File: src/rtl/lstm_sequence_controller_pkg.sv
// lstm_pkg -- shared types and constants for the LSTM sequence controller.
//   lstm_seq_state_t : sequencer FSM states (IDLE, CLEAR, ISSUE, WAIT)
//   LSTM_DATA_WIDTH  : default sample/state width of the datapath
package lstm_pkg;

  localparam int LSTM_DATA_WIDTH = 16;

  typedef enum logic [1:0] {
    IDLE  = 2'd0,
    CLEAR = 2'd1,
    ISSUE = 2'd2,
    WAIT  = 2'd3
  } lstm_seq_state_t;

endpackage

File: src/rtl/lstm_result_fifo.sv
// lstm_result_fifo -- synchronous first-word fall-through FIFO with a
// registered output stage.
//   clk, rst          : clock, synchronous active-high reset (empties FIFO)
//   push, push_data   : write strobe and word
//   pop_data/pop_valid: registered head of queue
//   pop               : consume head (ignored while pop_valid is low)
//   count             : number of stored words (0..DEPTH)
module lstm_result_fifo #(
  parameter int WIDTH = 17,
  parameter int DEPTH = 4
) (
  input  logic                     clk,
  input  logic                     rst,
  input  logic                     push,
  input  logic [WIDTH-1:0]         push_data,
  input  logic                     pop,
  output logic [WIDTH-1:0]         pop_data,
  output logic                     pop_valid,
  output logic [$clog2(DEPTH):0]   count
);

  localparam int AW = $clog2(DEPTH);
  localparam logic [AW:0] FULL = (AW+1)'(DEPTH);

  logic [WIDTH-1:0] mem [DEPTH];
  logic [AW-1:0]    wr_ptr_reg;
  logic [AW-1:0]    rd_ptr_reg;
  logic [AW:0]      count_reg;
  logic [WIDTH-1:0] out_data_reg;
  logic             out_valid_reg;

  logic             pop_eff;
  logic             push_eff;
  logic [AW-1:0]    rd_ptr_next;
  logic [AW:0]      after_pop;
  logic [AW:0]      count_next;

  assign pop_eff     = pop && out_valid_reg;
  // A word can always be written when a pop frees a slot in the same cycle.
  assign push_eff    = push && ((count_reg != FULL) || pop_eff);
  assign rd_ptr_next = rd_ptr_reg + AW'(pop_eff);
  assign after_pop   = count_reg - (AW+1)'(pop_eff);
  assign count_next  = after_pop + (AW+1)'(push_eff);

  always_ff @(posedge clk) begin
    if (push_eff) begin
      mem[wr_ptr_reg] <= push_data;
    end
  end

  // The output register always mirrors the head of the ring. When the ring
  // drains to empty in the same cycle a word arrives, that word bypasses the
  // array so it appears one cycle after the push.
  always_ff @(posedge clk) begin
    if (rst) begin
      wr_ptr_reg    <= '0;
      rd_ptr_reg    <= '0;
      count_reg     <= '0;
      out_data_reg  <= '0;
      out_valid_reg <= 1'b0;
    end else begin
      if (push_eff) begin
        wr_ptr_reg <= wr_ptr_reg + AW'(1);
      end
      rd_ptr_reg    <= rd_ptr_next;
      count_reg     <= count_next;
      out_valid_reg <= (count_next != '0);
      if (count_next != '0) begin
        if (after_pop == '0) begin
          out_data_reg <= push_data;
        end else begin
          out_data_reg <= mem[rd_ptr_next];
        end
      end
    end
  end

  assign pop_data  = out_data_reg;
  assign pop_valid = out_valid_reg;
  assign count     = count_reg;

endmodule

File: src/rtl/lstm_sequence_controller.sv
// lstm_sequence_controller -- feeds samples one at a time into a recurrent
// multi-layer LSTM datapath and buffers its results.
//   s_x_*            : input sample stream (first clears state, last tags result)
//   lstm_ready       : datapath can accept writes
//   lstm_state_in    : zero value used for C/h clears
//   lstm_C/h_in_valid: per-layer clear strobes (all layers together)
//   lstm_x_in(_valid): sample issue to the datapath
//   lstm_y_out/valid : datapath result
//   m_y_*            : buffered result stream with end-of-sequence flag
//   seq_count        : completed sequences, err_unexpected: stray result seen
//   busy             : a sample is being processed
module lstm_sequence_controller
  import lstm_pkg::*;
#(
  parameter int LAYERS    = 4,
  parameter int WIDTH     = LSTM_DATA_WIDTH,
  parameter int OUT_DEPTH = 4
) (
  input  logic                      clk,
  input  logic                      rst,
  input  logic [WIDTH-1:0]          s_x_data,
  input  logic                      s_x_first,
  input  logic                      s_x_last,
  input  logic                      s_x_valid,
  output logic                      s_x_ready,
  input  logic                      lstm_ready,
  output logic [LAYERS*WIDTH-1:0]   lstm_state_in,
  output logic [LAYERS-1:0]         lstm_C_in_valid,
  output logic [LAYERS-1:0]         lstm_h_in_valid,
  output logic [WIDTH-1:0]          lstm_x_in,
  output logic                      lstm_x_in_valid,
  input  logic [WIDTH-1:0]          lstm_y_out,
  input  logic                      lstm_valid,
  output logic [WIDTH-1:0]          m_y_data,
  output logic                      m_y_last,
  output logic                      m_y_valid,
  input  logic                      m_y_ready,
  output logic [31:0]               seq_count,
  output logic                      err_unexpected,
  output logic                      busy
);

  localparam int CW = $clog2(OUT_DEPTH) + 1;
  localparam logic [CW-1:0] FULL_COUNT = CW'(OUT_DEPTH);

  lstm_seq_state_t  state_reg, state_next;
  logic [WIDTH-1:0] x_reg;
  logic             last_reg;
  logic [31:0]      seq_count_reg;
  logic             err_reg;

  logic             accept;
  logic             clear_fire;
  logic             issue_fire;
  logic             result_fire;
  logic [CW-1:0]    fifo_count;
  logic [WIDTH:0]   fifo_out;

  // Space is checked at accept time; since only one sample is ever in
  // flight, the slot it needs stays free until its result arrives.
  assign s_x_ready   = (state_reg == IDLE) && (fifo_count < FULL_COUNT) && !rst;
  assign accept      = s_x_valid && s_x_ready;
  assign clear_fire  = (state_reg == CLEAR) && lstm_ready;
  assign issue_fire  = (state_reg == ISSUE) && lstm_ready;
  assign result_fire = (state_reg == WAIT) && lstm_valid;

  always_comb begin
    state_next = state_reg;
    case (state_reg)
      IDLE:  if (accept) state_next = s_x_first ? CLEAR : ISSUE;
      CLEAR: if (clear_fire) state_next = ISSUE;
      ISSUE: if (issue_fire) state_next = WAIT;
      WAIT:  if (result_fire) state_next = IDLE;
      default: state_next = IDLE;
    endcase
  end

  always_ff @(posedge clk) begin
    if (rst) begin
      state_reg     <= IDLE;
      x_reg         <= '0;
      last_reg      <= 1'b0;
      seq_count_reg <= '0;
      err_reg       <= 1'b0;
    end else begin
      state_reg <= state_next;
      if (accept) begin
        x_reg    <= s_x_data;
        last_reg <= s_x_last;
      end
      if (result_fire && last_reg) begin
        seq_count_reg <= seq_count_reg + 32'd1;
      end
      if (lstm_valid && (state_reg != WAIT)) begin
        err_reg <= 1'b1;
      end
    end
  end

  // Every layer is cleared in the same cycle with a zero state value.
  generate
    for (genvar gi = 0; gi < LAYERS; gi++) begin : g_layer
      assign lstm_state_in[gi*WIDTH +: WIDTH] = '0;
      assign lstm_C_in_valid[gi]              = clear_fire;
      assign lstm_h_in_valid[gi]              = clear_fire;
    end
  endgenerate

  assign lstm_x_in       = x_reg;
  assign lstm_x_in_valid = issue_fire;

  lstm_result_fifo #(
    .WIDTH (WIDTH + 1),
    .DEPTH (OUT_DEPTH)
  ) u_fifo (
    .clk       (clk),
    .rst       (rst),
    .push      (result_fire),
    .push_data ({lstm_y_out, last_reg}),
    .pop       (m_y_ready),
    .pop_data  (fifo_out),
    .pop_valid (m_y_valid),
    .count     (fifo_count)
  );

  assign m_y_data       = fifo_out[WIDTH:1];
  assign m_y_last       = fifo_out[0];
  assign seq_count      = seq_count_reg;
  assign err_unexpected = err_reg;
  assign busy           = (state_reg != IDLE);

endmodule

File: config.mk
export PLATFORM = sky130hd
export DESIGN_NAME = lstm_sequence_controller
export DESIGN_NICKNAME = d
export VERILOG_FILES = /design/src/rtl/lstm_sequence_controller_pkg.sv /design/src/rtl/lstm_result_fifo.sv /design/src/rtl/lstm_sequence_controller.sv
export SDC_FILE = /design/constraint.sdc
export NUM_CORES = 1
export LEC_CHECK = 0
export ABC_AREA = 1
export CORE_MARGIN = 2
export CORE_UTILIZATION = 35
export DETAILED_ROUTE_END_ITERATION = 8
export PLACE_DENSITY = 0.6
export SKIP_LAST_GASP = 1
export SYNTH_ARGS = -nofsm -noshare
export SYNTH_HDL_FRONTEND = slang
export SYNTH_SLANG_ARGS = --single-unit
File: constraint.sdc
create_clock -name clk -period 6.3 [get_ports clk]
set_input_delay 1.89 -clock clk [delete_from_list [all_inputs] [get_ports clk]]
set_output_delay 1.89 -clock clk [all_outputs]
set_load 0.01 [all_outputs]
==> metrics.log <==
INFO  metric synthCells = about 850
INFO  metric flow.area_growth_from_synthesis = 24.7%
INFO  metric largest_fanout_on_the_critical_path = 8
INFO  metric gr-usage-all-layers = around 15%
INFO  metric worst_setup_path_end_kind = output port
INFO  metric cp-start-kind = input pin
INFO  metric globalRouteMet3Util = between 4 and 5%
INFO  metric tritoncts_num_sinks = ~150
INFO  metric cts_post_setup_buffers_inserted = 0
INFO  metric tritoncts = built
INFO  metric path_type_of_the_worst_setup_path = input pin to output port
INFO  metric antenna_cells = 0
INFO  metric vdd_drop_max = between 200 and 250 uV
INFO  metric cp_slowest_cell = sky130_fd_sc_hd__clkdlybuf4s50_1
INFO  metric dp_slack = ~1200 ps
INFO  metric post_route_cells_drive_above_1_share = between 5 and 6%
INFO  metric grt_antenna_before_repair = 0
INFO  metric buffer_ports.inserted = about 120
INFO  metric first_global_vias = between 4000 and 5000
INFO  metric power.total = around 3.1 mW
INFO  metric power.leakage = roughly 3.6 nW
INFO  metric ff2ff_path_depth = 11
INFO  metric grt.busiest_layer = met2
INFO  metric route.detailed.drc = 0
INFO  metric die-width = approximately 150 um
INFO  metric coreArea = 0.0196 mm^2
INFO  metric fp.dieArea = between 0.02 and 0.025 mm^2
INFO  metric grt_setup_unrepaired = no
INFO  metric synthTopCellsByArea = sky130_fd_sc_hd__edfxtp_1, sky130_fd_sc_hd__dfxtp_1, sky130_fd_sc_hd__nand2_1
INFO  metric dp.final_hpwl = about 10 mm
INFO  metric die_y = approximately 150 um
INFO  metric post_synth.cell_area_avg = ~8.2 um^2
INFO  metric setup-tns-final = 0 ps
INFO  metric avgViaCountPerCell = 4.42
INFO  metric cts-hold-fix-buffers = 0
INFO  metric finalSetupViolations = 0
INFO  metric wirelength = 16.1 mm
INFO  metric setup_slack_of_the_critical_path_after_layout = 1230 ps
INFO  metric number_of_synthesized_flops_with_an_enable_pin = between 60 and 70
INFO  metric clk_pin_slew_worst_paths = approximately 60 ps
INFO  metric cp_cell_sequence = clkdlybuf4s50_1 -> nand2_1 -> inv_1 -> clkdlybuf4s50_1
INFO  metric worst_pin_slew = approximately 1100 ps
INFO  metric post-synth-top-area-fraction = 29.1%
INFO  metric worst_ep_required_time = 4410 ps
INFO  metric synthArstFlopShare = 0%
INFO  metric utilization = ~45%
INFO  metric cts_h_tree_lvls = 4
INFO  metric grtUsageMet1 = roughly 20%
INFO  metric num_rows = slightly above 50
INFO  metric power_per_cell_area = ~350 mW/mm^2
INFO  metric critical_path_buf_inv_count = 3
INFO  metric slew_headroom = 24.8%
INFO  metric ys_dominant_reg_cell = sky130_fd_sc_hd__dfxtp_1
INFO  metric synth_unique_cells = 37
INFO  metric fin_nets = just over 1000
INFO  metric cts.path.max_buffers = 2
INFO  metric cts_root_buffer = sky130_fd_sc_hd__clkbuf_16
INFO  metric ys.warnings.count = 0
INFO  metric routed-via-count = about 5500
INFO  metric most_frequent_standard_cell_in_the_layout_excluding_fill_and_tap_cells = sky130_fd_sc_hd__nand2_1
INFO  metric synth_largest_area_cell = sky130_fd_sc_hd__edfxtp_1
INFO  metric use_met2 = 24.6%
INFO  metric grt_overflow = 0
INFO  metric worst_hold_path_type = register to register
INFO  metric first_pass_iters = 4
INFO  metric fmax = 0.197 GHz
INFO  metric floorplan.initialDensity = 35.9%
INFO  metric worst_case_register_to_register_setup_slack = between 3000 and 4000 ps
INFO  metric share_of_the_yosys_chip_area_belonging_to_registers = approximately 51%
INFO  metric finalCritPeriodShare = between 80% and 90%
INFO  metric ant_nets = 0
INFO  metric number_of_flip_flops_in_the_largest_register = ~70
INFO  metric fin_skew = 11.7 ps
INFO  metric cts-resized-gates = 0
INFO  metric layout.filler_cells = between 1500 and 2000
INFO  metric mapped_area = about 0.007 mm^2
INFO  metric tritoncts.num_buffers = 17
INFO  metric critPathTopFamily = buffers and inverters
INFO  metric worst_path_largest_cell_delay = between 500 and 600 ps
INFO  metric io-pin-count = 182
INFO  metric critical_path.most_common_cell = sky130_fd_sc_hd__clkdlybuf4s50_1
INFO  metric timing.hold.worst_path_depth = 2
INFO  metric min_period = 5070 ps
INFO  metric leading_cell_types_in_the_layout_fill_and_taps_excluded = sky130_fd_sc_hd__nand2_1, sky130_fd_sc_hd__nor2_1, sky130_fd_sc_hd__clkdlybuf4s50_1
INFO  metric grt_start_max_net_pins = 36
INFO  metric slew_violations = 0
INFO  metric drtIter0Drc = 260
INFO  metric grt_pass1_wl = 25.6 mm
INFO  metric postSynthRegisterBits = 145
INFO  metric wire_per_inst = between 10 and 15 um
INFO  metric gp_congestion = around 0.81
INFO  metric clk-insertion-delay-late = roughly 430 ps
INFO  metric drv.max_cap_violation_count = 0
INFO  metric cp_num_cells = 4
INFO  metric cp_data_arrival_time = around 3200 ps
INFO  metric run_status = finished clean
INFO  metric finalHoldViolCount = 0
## where the power goes
part	internal, mW	switching [mW]	leakage [nW]	total [mW]
logic	0.349	0.574	2.04	0.923
registers	1.07	0.0435	1.24	1.12
clock network	0.662	0.395	0.294	1.06
total	2.08	1.01	3.57	3.10
## metal layers
metal	up-vias	wire length, um
li1	2804	-
met1	2510	7530
met2	159	7510
met3	12	901
met4	0	133
met5	-	0
## cells in the mapped netlist, types with 2 or more instances
master,number
sky130_fd_sc_hd__nand2_1,253
sky130_fd_sc_hd__nor2_1,127
sky130_fd_sc_hd__dfxtp_1,77
sky130_fd_sc_hd__buf_4,75
sky130_fd_sc_hd__edfxtp_1,68
sky130_fd_sc_hd__inv_1,60
sky130_fd_sc_hd__o21ai_0,45
sky130_fd_sc_hd__a21oi_1,40
sky130_fd_sc_hd__nand3_1,21
sky130_fd_sc_hd__ha_1,15
sky130_fd_sc_hd__buf_2,11
sky130_fd_sc_hd__nor3_1,9
sky130_fd_sc_hd__clkbuf_1,7
sky130_fd_sc_hd__nand4_1,5
sky130_fd_sc_hd__nor2_4,5
sky130_fd_sc_hd__and3_1,3
sky130_fd_sc_hd__nor2_2,3
sky130_fd_sc_hd__buf_1,2
sky130_fd_sc_hd__buf_6,2
sky130_fd_sc_hd__nand2_2,2
sky130_fd_sc_hd__nand3_2,2
sky130_fd_sc_hd__nand3_4,2
sky130_fd_sc_hd__nand3b_1,2
sky130_fd_sc_hd__o21a_1,2
sky130_fd_sc_hd__xor2_1,2
## layout make-up
type,count,area [um^2],share of cell area [%]
repair buffers,126,1240,14.1
well taps,265,332,3.78
clock inverters,14,188,2.14
flip-flops and latches,145,3580,40.9
inverters,62,235,2.68
multi-input cells,610,2760,31.5
clock buffers,18,429,4.90
## stage by stage
step	hold slack [ps]	instance area [um^2]	std cells
CTS	481	8760	1240
global placement	462	8150	1208
finish	475	8760	1240
global route	499	8760	1240
floorplan	490	7260	915
detailed placement	463	8150	1208
## tightest hold or removal path, stage by stage, from the launching register on
cell and delay, ps:
sky130_fd_sc_hd__dfxtp_1 330, sky130_fd_sc_hd__a21oi_1 40, sky130_fd_sc_hd__nor2_1 70
## cell families after synthesis
| kind of cell | share of synthesized area (%) |
|---|---|
| xor gates and xnor gates | 0.873 |
| DFF | 51.0 |
| adders and majority gates | 2.67 |
| other | 0.0534 |
| and+or+nand+nor | 25.8 |
| buffers and inverters | 13.1 |
| AOI/OAI and AO/OA | 6.44 |
## worst paths after layout
check | startpoint | endpoint
worst max-delay path | lstm_ready | lstm_C_in_valid[3]
worst min-delay path | err_unexpected | err_unexpected
worst max register to register | state_reg[0] | u_fifo.pop_data[9]
worst min register to register | err_unexpected | err_unexpected
Power figures use the tool's default switching activity.
